$ cat src/rtl/alu_cmd_queue.sv
// Command FIFO that feeds a combinational ALU and captures its result
// into a valid/ready output register.
module alu_cmd_queue #(
    parameter int DEPTH = 4
) (
    input  logic                       clk,
    input  logic                       rst_n,
    input  logic                       in_valid,
    output logic                       in_ready,
    input  logic [3:0]                 in_a,
    input  logic [3:0]                 in_b,
    input  logic [2:0]                 in_op,
    output logic [3:0]                 alu_a,
    output logic [3:0]                 alu_b,
    output logic [2:0]                 alu_opcode,
    input  logic [3:0]                 alu_result,
    input  logic                       alu_zero,
    output logic                       out_valid,
    input  logic                       out_ready,
    output logic [3:0]                 out_result,
    output logic                       out_zero,
    output logic [2:0]                 out_op,
    output logic                       out_illegal,
    output logic [$clog2(DEPTH):0]     count
);

    localparam int PW = $clog2(DEPTH);
    localparam int CW = PW + 1;

    typedef struct packed {
        logic [3:0] a;
        logic [3:0] b;
        logic [2:0] op;
    } cmd_t;

    cmd_t            mem [DEPTH];
    cmd_t            head;
    logic [PW-1:0]   wr_ptr;
    logic [PW-1:0]   rd_ptr;
    logic            push;
    logic            pop;
    logic            not_empty;

    assign not_empty = (count != '0);
    assign in_ready  = (count < CW'(DEPTH));
    assign push      = in_valid && in_ready;
    assign pop       = not_empty && (!out_valid || out_ready);
    assign head      = mem[rd_ptr];

    always_comb begin
        alu_a      = '0;
        alu_b      = '0;
        alu_opcode = '0;
        if (not_empty) begin
            alu_a      = head.a;
            alu_b      = head.b;
            alu_opcode = head.op;
        end
    end

    // Storage is deliberately left unreset; pointers and count guard it.
    always_ff @(posedge clk) begin
        if (push) begin
            mem[wr_ptr] <= '{a: in_a, b: in_b, op: in_op};
        end
    end

    always_ff @(posedge clk or negedge rst_n) begin
        if (!rst_n) begin
            wr_ptr <= '0;
            rd_ptr <= '0;
            count  <= '0;
        end else begin
            if (push) begin
                wr_ptr <= wr_ptr + 1'b1;
            end
            if (pop) begin
                rd_ptr <= rd_ptr + 1'b1;
            end
            unique case ({push, pop})
                2'b10:   count <= count + 1'b1;
                2'b01:   count <= count - 1'b1;
                default: count <= count;
            endcase
        end
    end

    always_ff @(posedge clk or negedge rst_n) begin
        if (!rst_n) begin
            out_valid   <= 1'b0;
            out_result  <= '0;
            out_zero    <= 1'b0;
            out_op      <= '0;
            out_illegal <= 1'b0;
        end else if (pop) begin
            out_valid   <= 1'b1;
            out_result  <= alu_result;
            out_zero    <= alu_zero;
            out_op      <= head.op;
            out_illegal <= (head.op >= 3'b110);
        end else if (out_valid && out_ready) begin
            out_valid <= 1'b0;
        end
    end

endmodule

$ cat config.mk
export PLATFORM = sky130hd
export DESIGN_NAME = alu_cmd_queue
export DESIGN_NICKNAME = d
export VERILOG_FILES = /design/src/rtl/alu_cmd_queue.sv
export SDC_FILE = /design/constraint.sdc
export NUM_CORES = 1
export LEC_CHECK = 0
export CORE_ASPECT_RATIO = 0.8
export CORE_MARGIN = 1.5
export CORE_UTILIZATION = 52
export DETAILED_ROUTE_END_ITERATION = 12
export HOLD_SLACK_MARGIN = 0.1
export PLACE_DENSITY = 0.82
export SETUP_SLACK_MARGIN = 0.5
export SLEW_MARGIN = 20
export SYNTH_ARGS = -nofsm -noshare
export SYNTH_HDL_FRONTEND = slang
export SYNTH_SLANG_ARGS = --single-unit
$ cat constraint.sdc
create_clock -name clk -period 2.4 [get_ports clk]
set_clock_uncertainty 0.2 [all_clocks]
set_input_delay 0.48 -clock clk [delete_from_list [all_inputs] [get_ports clk]]
set_output_delay 0.48 -clock clk [all_outputs]
set_load 0.03 [all_outputs]
* Yosys cells after proc, flatten, opt, wreduce, memory -nomap -nowiden
Memory sizes are Yosys's and may differ from the RTL's.
Cells that the tools add are included.
** Operators by class
- $add $sub $neg :: 4
- Order comparisons :: 2
- Eq/ne operators :: 2
- Multiplexer cells :: 8
- Reductions and logical operators :: 8
** Operators with widths (number)
- $mux W4 :: 2
- $pmux W3 S2 :: 1
- $add A2 B1 Y2 const B :: 2
- $mux W1 :: 4
- $reduce_bool A2 Y1 :: 2
- $add A3 B1 Y3 const B :: 1
- $ge A3 B3 Y1 const B :: 1
- $logic_and A1 B1 Y1 :: 3
- $lt A3 B3 Y1 const B :: 1
- $mux W3 :: 1
- $reduce_bool A3 Y1 :: 1
- $sub A3 B1 Y3 const B :: 1
- $eq A2 B1 Y1 const B :: 1
- $eq A2 B2 Y1 const B :: 1
- $logic_not A1 Y1 :: 1
- $logic_or A1 B1 Y1 :: 1
** Word-level totals
- Register bits after elaboration :: 17
- RAM bits :: 44
- Output and inout port bits :: 25
- Memories :: 1
** Memories
- mem :: depth 4, width 11, rd ports 1, clocked after memory_dff 0, wr ports 1, RTL line 36 : cmd_t mem [DEPTH];

* Longest topological paths before layout
- Word-level depth :: 5
- Gate-level depth with buffers :: 9
- Depth with buffers taken out :: 8

* Worst setup path after synthesis
No wires, ideal clock.
- Kind :: register to register
- Start :: register count[0]
- End :: register count[2]
- Setup time :: 132 ps
- Arrival time :: 1922 ps
- Path slack :: 146 ps
- Stages on the path, launching flop included :: 10
- Buffers on the path :: 1
- Period minus slack after synthesis :: 2254 ps
- Path through :: dfrtp_1 -> nor3_4 -> nor2b_2 -> buf_6 -> ha_1 -> inv_1 -> fa_1 -> xor2_1 -> nor2_1 -> xnor2_1
** On the way
- Word-level cells in the longest chain between the ends :: 4
** RTL lines
- from (decl) :: RTL line 24 : output logic [$clog2(DEPTH):0] count
- from (signal assigned) :: RTL line 81 : 2'b10: count <= count + 1'b1;
- from (signal assigned) :: RTL line 82 : 2'b01: count <= count - 1'b1;
- from (signal assigned) :: RTL line 83 : default: count <= count;
- $reduce_bool A3 Y1 (*) :: RTL line 44 : assign not_empty = (count != '0);
- $logic_and A1 B1 Y1 (*) :: RTL line 47 : assign pop = not_empty && (!out_valid || out_ready);
- net pop :: RTL line 41 : logic pop;
- $eq A2 B1 Y1 / $eq A2 B2 Y1 (equally long branches) :: RTL line 80 : unique case ({push, pop})
- $pmux W3 S2 / $reduce_bool A2 Y1 (equally long branches)
The timed path passes the listed nets; every way through them passes the cells marked *.
A chain may end at the register's enable or synchronous reset.

* Worst setup path after layout
- Start :: register rd_ptr[0]
- End :: output port alu_a[3]
** On the way
- Word-level cells in the longest chain between the ends :: 2
** RTL lines
- from (decl) :: RTL line 39 : logic [PW-1:0] rd_ptr;
- from (signal assigned) :: RTL line 78 : rd_ptr <= rd_ptr + 1'b1;
- $mem_v2 Z4 W11
- $mux W4 :: RTL line 54 : if (not_empty) begin
- to (decl) :: RTL line 13 : output logic [3:0] alu_a,
No other way between the ends.

==> results.cfg <==
[drt]
wl_met1_mm = 2.37
met2_length_mm = 3.19
drc = 0
firstDrtPassIters = 4
drtIter0Drc = 146
wl_per_cell_um = 21.6
dr_total_vias = 1452
wl_met3_um = 343
totalWireLength_mm = 6.06
top_layer = met4
ant_nets = 0
vias_per_cell = 5.19

[sta]
fmax_mhz = 396
tightest_slew_ns = 0.868
post-route-period-util = 1.05
min_period_ns = 2.52
fin_hold_ws_ns = 0.310
rsz0062_at_grt = true
slew_viol_final = 0
slew_headroom = 0.419
setup_ws_ns = -0.122
setup_viol = 9
hold_viol = 0

[critical_path]
cp_max_fo = 5
path_cells = buf_8, buf_6, mux4_2, nor2b_4, buf_6
cpPeakStageDelay_ns = 0.51
critPathArrivalTime_ns = 1.84
rr_worst_depth = 11
end_kind = output pin
cpMostUsedCell = buf_6
worstSetupPathType = reg -> out
startpoint_type = flop
cp_data_required_time_ns = 1.72
cpMaxStageDelayCell = dfrtp_4

[die]
start_util = 0.543
core_um2 = 4620
die_h_um = 65.2
fp.dieW_um = 80.7
die_area_um2 = 5260
pin_count = 45
placementRows = 22

[global_route]
grt-ovfl-total = 0
grt_pass1_wl_mm = 8.78
antenna_found_initial = 0
track_usage = 0.245
grt_max_degree = 18
grt_pass1_vias = 1616

[clock_network]
cts_buffers = 9
cts_tree = yes
cts_sinks = 61
cts_buffer_depth = 2
clkTransAtPathRegs_ns = 0.07
h-tree-depth = 3
cts-root-buf = clkbuf_8
postCtsHoldBufs = 0
clock_latency_ns = 0.34

[cells_and_area]
fill_cells = 234
area_growth_pct = 45.3
nNetsFinal = 242
final_common_cell = edfxtp_1
layout-drive-gt1-share = 0.491
final_cell_mix = edfxtp_1, buf_6, buf_4
stdcell_count = 280
diodes = 0
fin_util = 0.789

[placed_design]
dp_cells = 244
numPortBuffers = 44
dp_hpwl_mm = 3.10
preCtsSetupSlack_ns = -0.250
gp_congestion = 0.724

[status]
run_status = finished, violations left
violations = negative setup slack

[synthesis]
async_flop_share = 0.279
postSynthCellCount = 132
synth_edf_count = 44
synth_cell_type_count = 23
ys.warnings.count = 0
ys.flop_type = edfxtp_1
ys_seq_area_frac = 0.695
syn-cell-area_um2 = 2510
ys_ff_latch = 61
syn_avg_cell_area_um2 = 19.0
syn-num-nets = 158

[run]
cap_violations = 0

[power_and_ir_drop]
p_total_mw = 5.21
vdd_drop_max_mv = 0.756
power_leakage_nw = 1.48
power_density_nw_per_um2 = 1430

[hold_path]
hp-class = reg -> reg
hold_path_depth = 1
sequential cells by signal (all words and copies together), names as in the netlist:
register,count
count,3
mem,44
out_illegal,1
out_op,3
out_result,4
out_valid,1
out_zero,1
rd_ptr,2
wr_ptr,2
final cells by class:
| type | count | area (um^2) | area share |
|---|---|---|---|
| Inverter | 8 | 32.5 | 0.00891 |
| Tap cell | 60 | 75.1 | 0.0206 |
| Clock inverter | 6 | 55.1 | 0.0151 |
| Timing Repair Buffer | 78 | 818 | 0.224 |
| Clock buffer | 9 | 124 | 0.0339 |
| Sequential cell | 61 | 1760 | 0.481 |
| Multi-Input combinational cell | 58 | 790 | 0.216 |
cell families after synthesis:
| kind of cell | after synthesis | share of synthesized area |
|---|---|---|
| DFF | 61 | 0.695 |
| buffers and inverters | 13 | 0.0264 |
| muxes | 21 | 0.154 |
| xor gates and xnor gates | 6 | 0.0209 |
| and+or+nand+nor | 24 | 0.0682 |
| adders and majority gates | 6 | 0.0329 |
| AOI/OAI and AO/OA | 1 | 0.00199 |
synth_stat cells, drive strengths merged, types with 2 or more instances:
cell / number / area (um^2)
and2: 4 / 25.0
mux2i: 2 / 20.0
mux4: 11 / 248
nor2b: 13 / 98.9
nand2: 3 / 11.3
xor2: 3 / 26.3
buf: 4 / 32.5
ha: 5 / 62.6
xnor2: 3 / 26.3
edfxtp: 44 / 1320
mux2: 8 / 120
dfrtp: 17 / 425
inv: 8 / 30.0
critical path: cells and delay by family (launching register included):
family	cells	cell delay, ns
multiplexers	1	0.43
flip-flops	1	0.51
buffers and inverters	3	0.40
AND/OR/NAND/NOR	1	0.15
where the power goes:
part	internal, mW	total [mW]	switching [mW]
Clock	0.462	0.850	0.388
Sequential	1.39	1.54	0.145
Combinational	1.46	2.82	1.35
through the flow:
| step | setup TNS [ns] | instance area [um^2] |
|---|---|---|
| floorplan | 0 | 2600 |
| global placement | -1.88 | 3170 |
| detailed placement | -2.13 | 3170 |
| CTS | -0.320 | 3570 |
| global route | -0.914 | 3650 |
| finish | -0.641 | 3650 |
repair_timing:
action,CTS,global route
pin swaps,5,6
gates resized for setup,107,18
setup endpoints to repair,29,23
cloned,1,1
buffers inserted,16,3
final timing paths:
path	start	endpoint	slack (ns)
worst max-delay path	rd_ptr[0]$_DFFE_PN0P_	alu_a[3]	-0.12
worst min-delay path	out_op[1]$_DFFE_PN0P_	out_op[1]$_DFFE_PN0P_	0.31
worst max register to register	count[1]$_DFFE_PN0P_	count[2]$_DFFE_PN0P_	0.25
worst min register to register	out_op[1]$_DFFE_PN0P_	out_op[1]$_DFFE_PN0P_	0.31
max in group asynchronous	rst_n	rd_ptr[0]$_DFFE_PN0P_	0.94
min in group asynchronous	rst_n	out_result[0]$_DFFE_PN0P_	0.43
metal layers:
| metal | vias up | GRT usage |
|---|---|---|
| met5 | - | 0 |
| met4 | 0 | 0.114 |
| met3 | 14 | 0.0861 |
| met2 | 66 | 0.403 |
| met1 | 722 | 0.290 |
| li1 | 650 | - |
Power figures use the tool's default switching activity.
